### config.mk
export PLATFORM = sky130hd
export DESIGN_NAME = serial_cmd_tx
export DESIGN_NICKNAME = d
export VERILOG_FILES = /design/src/rtl/serial_cmd_tx.sv
export SDC_FILE = /design/constraint.sdc
export NUM_CORES = 1
export LEC_CHECK = 0
export ABC_AREA = 1
export BUFFER_PORTS_ARGS = -buffer_cell sky130_fd_sc_hd__buf_2
export CORE_ASPECT_RATIO = 1.2
export CORE_UTILIZATION = 45
export CTS_CLUSTER_SIZE = 20
export DETAILED_ROUTE_END_ITERATION = 10
export REMOVE_ABC_BUFFERS = 1
export SLEW_MARGIN = 15
export SYNTH_ARGS = -nofsm -noshare
export SYNTH_HDL_FRONTEND = slang
export SYNTH_SLANG_ARGS = --single-unit
### constraint.sdc
create_clock -name i_clk -period 4.1 [get_ports i_clk]
set_input_delay 0.615 -clock i_clk [delete_from_list [all_inputs] [get_ports i_clk]]
set_output_delay 0.615 -clock i_clk [all_outputs]
set_load 0.02 [all_outputs]
### src/rtl/serial_cmd_tx.sv
// Bus-programmed byte transmitter: CPU writes land in a 2-entry holding buffer and are
// framed (start, data LSB first, optional even parity, stop) onto o_sdwr with o_sclk/o_sfrm.
module serial_cmd_tx #(
  parameter int CLK_DIV   = 4,
  parameter int DATA_W    = 8,
  parameter int PARITY_EN = 1
) (
  input  logic              i_clk,
  input  logic              i_rst,
  input  logic              i_sser,
  input  logic [5:0]        i_ba,
  input  logic              i_br_w,
  input  logic              i_bstb,
  input  logic [DATA_W-1:0] i_bd_in,
  output logic [DATA_W-1:0] o_bd_out,
  output logic              o_bd_oe,
  output logic              o_sdwr,
  output logic              o_sclk,
  output logic              o_sfrm,
  output logic              o_irq
);

  localparam int DIV_W = 8;
  localparam int BIT_W = (DATA_W > 1) ? $clog2(DATA_W) : 1;
  localparam logic [DIV_W-1:0] DIV_LAST = DIV_W'(CLK_DIV - 1);
  localparam logic [DIV_W-1:0] DIV_HALF = DIV_W'(CLK_DIV / 2);
  localparam logic [BIT_W-1:0] BIT_LAST = BIT_W'(DATA_W - 1);

  localparam logic [3:0] IDX_DATA = 4'd0;
  localparam logic [3:0] IDX_CTRL = 4'd1;
  localparam logic [3:0] IDX_STAT = 4'd2;

  // state  | meaning
  // IDLE   | line high, waiting for tx_en and buffered data
  // START  | start bit, sdwr low
  // DATA   | data bits LSB first, r_bit selects the bit
  // PARITY | even parity over the frame data (PARITY_EN only)
  // STOP   | stop bit, sdwr high; may chain straight into START
  localparam logic [2:0] ST_IDLE   = 3'd0;
  localparam logic [2:0] ST_START  = 3'd1;
  localparam logic [2:0] ST_DATA   = 3'd2;
  localparam logic [2:0] ST_PARITY = 3'd3;
  localparam logic [2:0] ST_STOP   = 3'd4;

  logic              w_sel;
  logic              w_acc;
  logic [3:0]        w_idx;
  logic              w_wr_data;
  logic              w_wr_ctrl;
  logic              w_rd_stat;

  logic [DATA_W-1:0] r_mem [0:1];
  logic              r_wr_ptr;
  logic              r_rd_ptr;
  logic [1:0]        r_count;
  logic [1:0]        w_count_nxt;
  logic              w_full;
  logic              w_empty;
  logic              w_push;
  logic              w_pop;
  logic              w_ovr_set;
  logic              r_ovr;

  logic [1:0]        r_ctrl;
  logic [1:0]        w_ctrl_nxt;
  logic              w_tx_en;

  logic [2:0]        r_state;
  logic [2:0]        w_state_nxt;
  logic [DIV_W-1:0]  r_div;
  logic [DIV_W-1:0]  w_div_nxt;
  logic              w_div_tc;
  logic [BIT_W-1:0]  r_bit;
  logic [BIT_W-1:0]  w_bit_nxt;
  logic [DATA_W-1:0] r_data;
  logic [DATA_W-1:0] w_data_nxt;

  logic              r_sdwr;
  logic              r_sclk;
  logic              r_sfrm;
  logic              r_irq;
  logic              w_sdwr_nxt;
  logic              w_sclk_nxt;
  logic              w_sfrm_nxt;
  logic              w_irq_nxt;

  assign w_sel     = ~i_sser & ~i_ba[5] & i_ba[4];
  assign w_acc     = i_bstb & w_sel;
  assign w_idx     = i_ba[3:0];
  assign w_wr_data = w_acc & ~i_br_w & (w_idx == IDX_DATA);
  assign w_wr_ctrl = w_acc & ~i_br_w & (w_idx == IDX_CTRL);
  assign w_rd_stat = w_acc &  i_br_w & (w_idx == IDX_STAT);

  assign w_full    = (r_count == 2'd2);
  assign w_empty   = (r_count == 2'd0);
  assign w_tx_en   = r_ctrl[0];
  assign w_ctrl_nxt = w_wr_ctrl ? i_bd_in[1:0] : r_ctrl;

  // A write into a full buffer still fits when the transmitter frees a slot that cycle.
  assign w_push    = w_wr_data & (~w_full | w_pop);
  assign w_ovr_set = w_wr_data & w_full & ~w_pop;

  always_comb begin
    w_count_nxt = r_count;
    case ({w_push, w_pop})
      2'b10:   w_count_nxt = r_count + 2'd1;
      2'b01:   w_count_nxt = r_count - 2'd1;
      default: w_count_nxt = r_count;
    endcase
  end

  assign w_div_tc = (r_div == '0);

  always_comb begin
    w_state_nxt = r_state;
    w_div_nxt   = r_div;
    w_bit_nxt   = r_bit;
    w_data_nxt  = r_data;
    w_pop       = 1'b0;
    case (r_state)
      ST_IDLE: begin
        if (w_tx_en && !w_empty) begin
          w_pop       = 1'b1;
          w_data_nxt  = r_mem[r_rd_ptr];
          w_state_nxt = ST_START;
          w_div_nxt   = DIV_LAST;
        end
      end
      ST_START: begin
        if (w_div_tc) begin
          w_state_nxt = ST_DATA;
          w_bit_nxt   = '0;
          w_div_nxt   = DIV_LAST;
        end else begin
          w_div_nxt = r_div - DIV_W'(1);
        end
      end
      ST_DATA: begin
        if (w_div_tc) begin
          w_div_nxt = DIV_LAST;
          if (r_bit == BIT_LAST) begin
            w_state_nxt = (PARITY_EN != 0) ? ST_PARITY : ST_STOP;
          end else begin
            w_bit_nxt = r_bit + BIT_W'(1);
          end
        end else begin
          w_div_nxt = r_div - DIV_W'(1);
        end
      end
      ST_PARITY: begin
        if (w_div_tc) begin
          w_state_nxt = ST_STOP;
          w_div_nxt   = DIV_LAST;
        end else begin
          w_div_nxt = r_div - DIV_W'(1);
        end
      end
      ST_STOP: begin
        if (w_div_tc) begin
          w_div_nxt = DIV_LAST;
          if (w_tx_en && !w_empty) begin
            w_pop       = 1'b1;
            w_data_nxt  = r_mem[r_rd_ptr];
            w_state_nxt = ST_START;
          end else begin
            w_state_nxt = ST_IDLE;
          end
        end else begin
          w_div_nxt = r_div - DIV_W'(1);
        end
      end
      default: begin
        w_state_nxt = ST_IDLE;
        w_div_nxt   = DIV_LAST;
      end
    endcase
  end

  // Line outputs are registered from the next-state view so they line up with the state.
  always_comb begin
    w_sdwr_nxt = 1'b1;
    case (w_state_nxt)
      ST_START:  w_sdwr_nxt = 1'b0;
      ST_DATA:   w_sdwr_nxt = w_data_nxt[w_bit_nxt];
      ST_PARITY: w_sdwr_nxt = ^w_data_nxt;
      default:   w_sdwr_nxt = 1'b1;
    endcase
  end

  assign w_sfrm_nxt = (w_state_nxt != ST_IDLE);
  assign w_sclk_nxt = w_sfrm_nxt & (w_div_nxt < DIV_HALF);
  assign w_irq_nxt  = w_ctrl_nxt[1] & (w_count_nxt == 2'd0) & ~w_sfrm_nxt;

  always_ff @(posedge i_clk) begin
    if (i_rst) begin
      r_state  <= ST_IDLE;
      r_div    <= DIV_LAST;
      r_bit    <= '0;
      r_data   <= '0;
      r_sdwr   <= 1'b1;
      r_sclk   <= 1'b0;
      r_sfrm   <= 1'b0;
      r_irq    <= 1'b0;
      r_ctrl   <= 2'b00;
      r_count  <= 2'd0;
      r_wr_ptr <= 1'b0;
      r_rd_ptr <= 1'b0;
      r_ovr    <= 1'b0;
    end else begin
      r_state <= w_state_nxt;
      r_div   <= w_div_nxt;
      r_bit   <= w_bit_nxt;
      r_data  <= w_data_nxt;
      r_sdwr  <= w_sdwr_nxt;
      r_sclk  <= w_sclk_nxt;
      r_sfrm  <= w_sfrm_nxt;
      r_irq   <= w_irq_nxt;
      r_ctrl  <= w_ctrl_nxt;
      r_count <= w_count_nxt;
      if (w_push) r_wr_ptr <= ~r_wr_ptr;
      if (w_pop)  r_rd_ptr <= ~r_rd_ptr;
      if (w_ovr_set)      r_ovr <= 1'b1;
      else if (w_rd_stat) r_ovr <= 1'b0;
    end
  end

  always_ff @(posedge i_clk) begin
    if (w_push) r_mem[r_wr_ptr] <= i_bd_in;
  end

  assign o_bd_oe = w_acc & i_br_w;

  always_comb begin
    o_bd_out = '0;
    if (o_bd_oe) begin
      case (w_idx)
        IDX_CTRL: o_bd_out[1:0] = r_ctrl;
        IDX_STAT: o_bd_out[3:0] = {r_ovr, w_empty, w_full, r_sfrm};
        default:  o_bd_out = '0;
      endcase
    end
  end

  assign o_sdwr = r_sdwr;
  assign o_sclk = r_sclk;
  assign o_sfrm = r_sfrm;
  assign o_irq  = r_irq;

endmodule

==> flow_summary.rst, run 1 <==
.. list-table::
   :header-rows: 1

   * - Metric
     - Value
   * - Leak
     - 1.48 nW
   * - Sequential fraction of the synthesis area
     - 42.6%
   * - Routed wire per std cell
     - 9.94 um
   * - Vertical extent of the die
     - 87.2 um
   * - Clock Tree Buf Depth
     - 2
   * - XOR/XNOR share of the synthesized area
     - 1.61%
   * - Post-Syn Instances
     - 402
   * - Die Outline Area
     - 6370 um2
   * - Final count of hold timing violations
     - 0
   * - Crit-path max cell delay
     - 0.50 ns
   * - Worst-Skew Late Latency
     - 0.30 ns
   * - WL met1
     - 2480 um
   * - Initial core utilization
     - 47.4%
   * - Per-instance average area after synthesis
     - 6.77 um2
   * - Cell at the root of the clock tree
     - clkbuf_8
   * - Post-detailed-route count of antenna-violating nets
     - 0
   * - Reg-to-reg setup timing slack
     - 1.71 ns
   * - Met3 WL post-DR
     - 140 um
   * - Area Overhead vs Synth
     - 10.3%
   * - GRT Residual Overflow
     - 0
   * - Inserted Clock Buffers
     - 5
   * - Count of different cell masters after synthesis
     - 34
   * - Placed cell count
     - 501
   * - Via density per instance
     - 4.69
   * - Number of antenna violations at the first check in global routing
     - 0
   * - Total of max-cap violations
     - 0
   * - Outcome
     - completed
   * - H-tree Lvls
     - 2
   * - Critical Path Sink Type
     - register
   * - Post-route setup TNS
     - 0 ns
   * - Number of top-level design ports
     - 32
   * - TritonCTS clock tree
     - done
   * - Share of the synthesized area in compound gates (AO/OA/AOI/OAI)
     - 8.78%
   * - Combinational family with the most area after synthesis
     - simple AND/OR/NAND/NOR gates
   * - Row Count
     - 30
   * - Worst Setup SP
     - r_div[1]
   * - Ratio of cells with drive above 1 in the final layout
     - 11.7%
   * - Peak supply drop
     - 221 uV
   * - Setup repair bufs after CTS
     - 0
   * - Number of fillers in the final layout
     - 596
   * - Post-synthesis cell area
     - 2720 um2
   * - Vias
     - 2386
   * - Final worst-path cycle share
     - 58.3%
   * - Setup repair after global routing missed its margin
     - false
   * - Wire length of the first global-routing pass
     - 9020 um
   * - Largest net degree at the start of global routing
     - 29
   * - Chip width
     - 73.0 um
   * - Number of gates given a new drive strength after cts
     - 0
   * - Critical path startpoint category
     - register
   * - Mux share of post-synthesis cell area
     - 0%
   * - Max Clk Rate
     - 0.418 GHz
   * - Final weighted congestion of routability-driven global placement
     - 0.781
   * - Slowest cell on the critical path
     - nor2_1
   * - Max-slew headroom at the worst pin
     - 35.3%
   * - Final critical delay including setup and external delays
     - 2.39 ns
   * - Top layer in use
     - met4
   * - Startpoint of the most critical register-to-register path
     - r_div[1]
   * - Req. time, crit path
     - 4.05 ns
   * - Count of routing violations after the opening detailed-route iteration
     - 112
   * - Post-route clock skew
     - 0.00691 ns
   * - Routed wire length on met2
     - 2390 um
   * - Actual slew at the worst max-slew pin
     - 0.964 ns
   * - Nets@finish
     - 449
   * - Clock tree sinks
     - 50
   * - Largest fanout on the critical path
     - 9
   * - Number of warnings reported in the yosys synthesis log
     - 0
   * - Adder and majority cell fraction of the synthesized area
     - 0.919%
   * - CORE AREA
     - 5740 um2
   * - Final routed wirelength across all metal layers
     - 5060 um
   * - Post-route non-filler standard cell count
     - 509
   * - Number of register bits inferred by synthesis
     - 50
   * - Number of iterations in the first detailed-routing pass
     - 4
   * - Port buffer count
     - 27
   * - Post-synthesis simple-gate area fraction
     - 34.6%
   * - Endpoint arrival time on the critical path
     - 2.34 ns
   * - Number of endpoints failing setup at the final stage
     - 0
   * - Critical path class
     - reg2reg
   * - Clock slew at the register clock pins of the worst setup and hold paths
     - 0.10 ns
   * - Power per Cell Area
     - 280 nW/um2
   * - Path category of the worst min-delay check
     - reg2reg
   * - Post-route DRC
     - 0
   * - GR Util All Layers
     - 18.0%
   * - Vias in the first global route
     - 2091
   * - Sum of net half-perimeters after detailed placement
     - 3920 um
   * - Count of final max-slew check failures
     - 0
   * - Cts-stage hold buffer count
     - 0
   * - Antenna Diode Count
     - 0
   * - Source of the worst hold timing path
     - r_ovr
   * - Crit-path cells
     - inv_1 > ha_1 > nand2_2 > o21ai_4 > nand2_4 > nor2_4 > nor2_1 > inv_1 > nand2_1 > nor2_1
-- metrics by stage --
| stage | power [mW] | setup slack (ns) | utilization (%) | hold slack [ns] | area (um2) |
|---|---|---|---|---|---|
| 2_1_floorplan | 0.529 | 1.53 | - | 0.439 | 2670 |
| 3_3_place_gp | 0.544 | 1.73 | 50.6 | 0.457 | 2910 |
| 3_5_place_dp | 0.544 | 1.66 | 50.6 | 0.465 | 2910 |
| 4_1_cts | 0.858 | 1.67 | 52.3 | 0.474 | 3000 |
| 5_1_grt | 0.875 | 1.44 | 52.3 | 0.473 | 3000 |
| 6_report | 0.840 | 1.71 | 52.3 | 0.473 | 3000 |
-- synthesized netlist by cell type --
master,instances,area share [%]
ha_1,2,0.92
xor2_1,4,1.3
xnor2_1,1,0.32
nor2_1,61,8.4
dfxtp_1,34,25
nand2_1,119,16
or2_2,1,0.23
a22o_1,1,0.32
a21oi_1,9,1.7
clkinv_1,2,0.28
inv_2,5,0.69
o31ai_1,2,0.55
conb_1,1,0.14
nor3_2,1,0.37
o22ai_1,2,0.46
clkbuf_1,3,0.41
nor2_2,2,0.46
buf_2,3,0.55
or2_1,1,0.23
nor3_1,5,0.92
o21ai_1,4,0.74
inv_1,58,8.0
buf_4,5,1.4
o21a_1,2,0.55
nand3_1,28,5.1
o21ai_0,18,3.3
o21ai_4,1,0.60
o211ai_1,1,0.28
nand4_1,5,1.1
a31o_2,1,0.32
nand2_2,2,0.46
edfxtp_1,16,18
nor2_4,1,0.41
nand2_4,1,0.41
-- final timing paths --
kind / end / depth (start not counted)
worst max-delay path: r_mem[0][4] / 10
worst min-delay path: r_ovr / 2
worst max register to register: r_mem[0][4] / 10
worst min register to register: r_ovr / 2
-- layout by cell type, fill, tap and decap left out --
cell,n
or2_1,1
nand2_1,119
o211ai_1,1
or2_2,1
dfxtp_1,34
o31ai_1,2
o22ai_1,2
inv_6,1
o21ai_0,18
o21a_1,2
inv_1,58
o21ai_4,1
nand2_4,1
buf_2,27
clkinv_1,2
nor2_4,1
conb_1,4
a22o_1,1
nor2_2,2
clkbuf_8,5
nor3_1,5
xor2_1,4
xnor2_1,1
nand2_2,2
edfxtp_1,16
nor2_1,61
nand4_1,5
nand3_1,28
ha_1,2
inv_8,1
clkinv_4,1
inv_2,5
o21ai_1,4
a21oi_1,9
a31o_2,1
nor3_2,1
-- flip-flops by register name, summed over array words and instances, names as in the netlist, named ones only --
name and count:
o_sfrm 1, r_div 8, r_mem 16, r_ctrl 2, o_sclk 1, r_data 8, r_ovr 1, r_state 3
r_bit 3, r_count 2, r_rd_ptr 1, o_irq 1, o_sdwr 1, r_wr_ptr 1
-- logic make-up after synthesis --
family,count (synthesis)
simple gates,227
buf+inv,76
flops,50
compound gates,41
xor+xnor,5
fa+ha+maj,2
other cells,1
-- worst max-delay path: cells and delay by family (launching register included) --
kind                     cells  cell delay, ns
AO/OA/AOI/OAI                1            0.31
adder cells (fa/ha/maj)      1            0.20
buffers and inverters        2            0.15
flip-flops                   1            0.32
AND/OR/NAND/NOR              6            1.05
-- cell type report --
class / instances / area, um2 / share of cell area, %
sequential: 50 / 1160 / 38.7
multi-input combinational: 279 / 1260 / 42.1
clock inverter: 3 / 28.8 / 0.958
inverter: 65 / 244 / 8.13
clock buffer: 5 / 68.8 / 2.29
timing repair buffer: 27 / 135 / 4.50
tap: 80 / 100 / 3.33
-- report_power, final --
part	internal, mW	leakage [nW]	total (mW)	switching (mW)
Clock	0.128	0.0506	0.307	0.179
Sequential	0.510	0.418	0.510	0.000105
Combinational	0.00762	1.01	0.0229	0.0152
-- per-layer routing --
layer | global-route usage [%] | up-vias
met5 | 0 | -
met4 | 6.06 | 0
met3 | 3.36 | 4
met2 | 30.0 | 40
met1 | 23.2 | 1037
li1 | - | 1305
Note: power is estimated with default switching activity, not from simulation.
==> run 2, diff against run 1 <==
- ABC_AREA: 1 -> 0
- clock period: 4.1 -> 2.2 ns (I/O delays scaled with it)
==> flow_summary.rst, run 2 <==
.. list-table::
   :header-rows: 1

   * - Metric
     - Value
   * - Outcome
     - finished with violations
   * - Violated checks
     - negative setup slack
   * - Post-synthesis simple-gate area fraction
     - 21.1%
   * - H-tree Lvls
     - 2
   * - Synth area leaders
     - dfxtp_1 (27%), edfxtp_1 (19%), nor2_1 (5.6%), mux2_2 (4.0%), mux2i_4 (3.5%)
   * - Top reg by flops
     - r_mem
   * - Layer carrying the most global-route usage
     - met2
   * - Mux share of post-synthesis cell area
     - 11.1%
   * - Vias in the first global route
     - 2047
   * - Setup ws final
     - -0.499 ns
   * - Actual slew at the worst max-slew pin
     - 0.619 ns
   * - GR met2 Demand/Resource
     - 33.7%
   * - Number of fillers in the final layout
     - 457
   * - Worst Setup SP
     - r_div[0]
   * - Area Overhead vs Synth
     - 36.7%
   * - Ratio of cells with drive above 1 in the final layout
     - 42.3%
   * - Die Outline Area
     - 6000 um2
   * - Area used by multi-input combinational logic
     - 1530 um2
   * - Sum of net half-perimeters after detailed placement
     - 3860 um
   * - Post-route DRC
     - 0
   * - Clock tree sinks
     - 50
   * - RR Endpoint
     - o_sdwr
   * - Post-Syn Instances
     - 264
   * - Cell type group with the largest total delay on the critical path
     - simple AND/OR/NAND/NOR gates
   * - Sequential fraction of the synthesis area
     - 45.3%
   * - Critical Path Sink Type
     - register
   * - Req. time, crit path
     - 2.40 ns
   * - Per-instance average area after synthesis
     - 9.71 um2
   * - Number of register bits inferred by synthesis
     - 50
   * - Slowest cell on the critical path
     - or4b_4
   * - Number of endpoints failing setup at the final stage
     - 27
   * - XOR/XNOR share of the synthesized area
     - 4.69%
   * - Fin util
     - 65.2%
   * - Startpoint of the most critical register-to-register path
     - r_div[0]
   * - Largest registers
     - r_mem x16, r_data x8, r_div x8
   * - Initial core utilization
     - 47.7%
   * - Most used cells in the layout excluding fill and tap cells
     - buf_4 (41), nor2_1 (37), dfxtp_1 (32)
   * - Path category of the worst min-delay check
     - in2reg
   * - Post-detailed-route count of antenna-violating nets
     - 0
   * - Most frequent cell after synthesis
     - nor2_1
   * - Post-route clock skew
     - 0.00967 ns
   * - Placed cell count
     - 381
   * - Total of max-cap violations
     - 0
   * - Final weighted congestion of routability-driven global placement
     - 0.847
   * - Number of flip-flops under the largest register name
     - 16
   * - Inserted Clock Buffers
     - 5
   * - Clk pwr share
     - 35.9%
   * - Row Count
     - 29
   * - Critical path class
     - reg2reg
   * - Clock slew at the register clock pins of the worst setup and hold paths
     - 0.10 ns
   * - Met3 routing resource usage after global routing
     - 3.96%
   * - Most common cell after layout, fill and taps aside
     - buf_4
   * - Post-synthesis cell area
     - 2560 um2
   * - Wire length of the first global-routing pass
     - 9270 um
   * - Hold slack final
     - 0.206 ns
   * - Count of routing violations after the opening detailed-route iteration
     - 88
   * - Number of iterations in the first detailed-routing pass
     - 6
   * - Adder and majority cell fraction of the synthesized area
     - 0.977%
   * - Crit-path max cell delay
     - 0.46 ns
   * - CORE AREA
     - 5370 um2
   * - Peak supply drop
     - 314 uV
   * - Final routed wirelength across all metal layers
     - 5670 um
   * - Post-route non-filler standard cell count
     - 400
   * - Antenna Diode Count
     - 0
   * - Crit-path cells
     - inv_2 > ha_4 > or4b_4 > or3_4 > a21o_4 > clkbuf_16 > mux2i_4 > xnor2_1 > xnor2_2 > xnor2_1 > a21oi_1
   * - Cell depth of the worst min-delay path
     - 1
   * - Number of warnings reported in the yosys synthesis log
     - 0
   * - Cell at the root of the clock tree
     - clkbuf_8
   * - Ys flop type
     - dfxtp_1
   * - GR Util All Layers
     - 19.8%
   * - TritonCTS clock tree
     - done
   * - GRT Residual Overflow
     - 0
   * - Vertical extent of the die
     - 84.7 um
   * - Met1 routing resource usage after global routing
     - 23.2%
   * - Largest net degree at the start of global routing
     - 19
   * - Part of the power in combinational logic
     - 4.3%
   * - Final worst-path cycle share
     - 123%
   * - Most common library cells after synthesis
     - nor2_1 (38), dfxtp_1 (34), nand2_1 (20), edfxtp_1 (16), o21ai_0 (11)
   * - Combinational family with the most area after synthesis
     - simple AND/OR/NAND/NOR gates
   * - Max Clk Rate
     - 0.370 GHz
   * - Critical path startpoint category
     - register
   * - Fraction of synthesis flops using an asynchronous set or reset pin
     - 0%
   * - Cell taking the most area after synthesis
     - dfxtp_1
   * - Reg-to-reg setup timing slack
     - -0.50 ns
   * - Number of enable-type register cells in the synthesized netlist
     - 16
   * - Worst hold endpoint
     - r_mem[1][4]
   * - Power per Cell Area
     - 455 nW/um2
   * - Port buffer count
     - 27
   * - Share of power burned in registers
     - 59.8%
   * - Switching component of the power
     - 0.375 mW
   * - Max-slew headroom at the worst pin
     - 58.3%
   * - Number of top-level design ports
     - 32
   * - Worst-Skew Late Latency
     - 0.31 ns
   * - Vias
     - 2158
   * - Share of the synthesized area in compound gates (AO/OA/AOI/OAI)
     - 11.7%
   * - Number of cells traversed by the worst register-to-register path
     - 11
   * - Final count of hold timing violations
     - 0
   * - Setup repair after global routing missed its margin
     - true
   * - Chip width
     - 70.9 um
   * - Largest fanout on the critical path
     - 4
   * - Most frequent cell on the critical path
     - xnor2_1
   * - Switching share of power
     - 23.5%
   * - Pint
     - 1.22 mW
   * - Area fraction of the dominant cell type after synthesis
     - 26.6%
   * - Sequential cell area in the final layout
     - 1160 um2
   * - Via density per instance
     - 5.40
   * - Routed wire per std cell
     - 14.2 um
   * - Source of the worst hold timing path
     - i_bd_in[4]
   * - Critical path buffers and inverters
     - 2
   * - Endpoint arrival time on the critical path
     - 2.89 ns
   * - Clock Tree Buf Depth
     - 2
   * - Count of different cell masters after synthesis
     - 54
   * - Final critical delay including setup and external delays
     - 2.70 ns
   * - Nets@finish
     - 358
   * - Number of antenna violations at the first check in global routing
     - 0
   * - Count of final max-slew check failures
     - 0
   * - Leak
     - 1.37 nW
run 2: worst max path at each step:
stage | endpoint | slack [ns] | depth (start not counted)
5_1_grt | o_sdwr | -0.62 | 11
3_3_place_gp | o_sdwr | -0.46 | 12
6_report | o_sdwr | -0.50 | 11
2_1_floorplan | r_mem[0][0] | -0.81 | 7
3_5_place_dp | o_sdwr | -0.53 | 11
4_1_cts | o_sdwr | -0.48 | 11
run 2: metal layers:
metal | routed length (um) | share of wire, %
met1 | 2460 | 43
met2 | 2890 | 51
met3 | 151 | 2.7
met4 | 167 | 2.9
met5 | 0 | 0
run 2: timing repair:
item | in CTS | in global routing
resized for setup | 28 | 32
pin swaps | 9 | 13
buffers inserted | 7 | 5
hold buffers | 0 | 0
gates cloned | 0 | 1
endpoints found under the setup margin | 27 | 38
run 2: per-stage QoR:
| stage | TNS (ns) | worst slack, ns | total power, mW | area (um2) |
|---|---|---|---|---|
| 3_3_place_gp | -5.67 | -0.464 | 1.04 | 3030 |
| 2_1_floorplan | -15.14 | -0.811 | 1.00 | 2480 |
| 3_5_place_dp | -6.86 | -0.526 | 1.04 | 3030 |
| 6_report | -8.01 | -0.499 | 1.59 | 3500 |
| 4_1_cts | -7.95 | -0.485 | 1.62 | 3300 |
| 5_1_grt | -10.34 | -0.618 | 1.66 | 3500 |
run 2: cell families (layout without fill, tap and decap cells):
kind of cell	after synthesis	in the layout
and+or+nand+nor	106	106
AOI/OAI and AO/OA	46	46
buffers and inverters	25	96
DFF	50	50
other	1	4
adders and majority gates	2	2
muxes	22	22
xor gates and xnor gates	12	12
run 2: layout make-up:
class / instances / share of cell area, %
clock inverters: 3 / 0.821
clock buffers: 5 / 1.96
well taps: 62 / 2.21
multi-input cells: 192 / 43.7
inverters: 8 / 0.857
flip-flops and latches: 50 / 33.2
repair buffers: 80 / 17.3
run 2: power by group through the flow:
| stage | Clock, mW | Combinational (mW) | Sequential, mW |
|---|---|---|---|
| after global routing | 0.625 | 0.0759 | 0.955 |
| final | 0.572 | 0.0683 | 0.954 |
| after detailed placement | 0 | 0.0663 | 0.975 |
| after global placement | 0 | 0.0654 | 0.975 |
| after CTS | 0.595 | 0.0673 | 0.954 |
| after floorplan | 0 | 0.0260 | 0.975 |
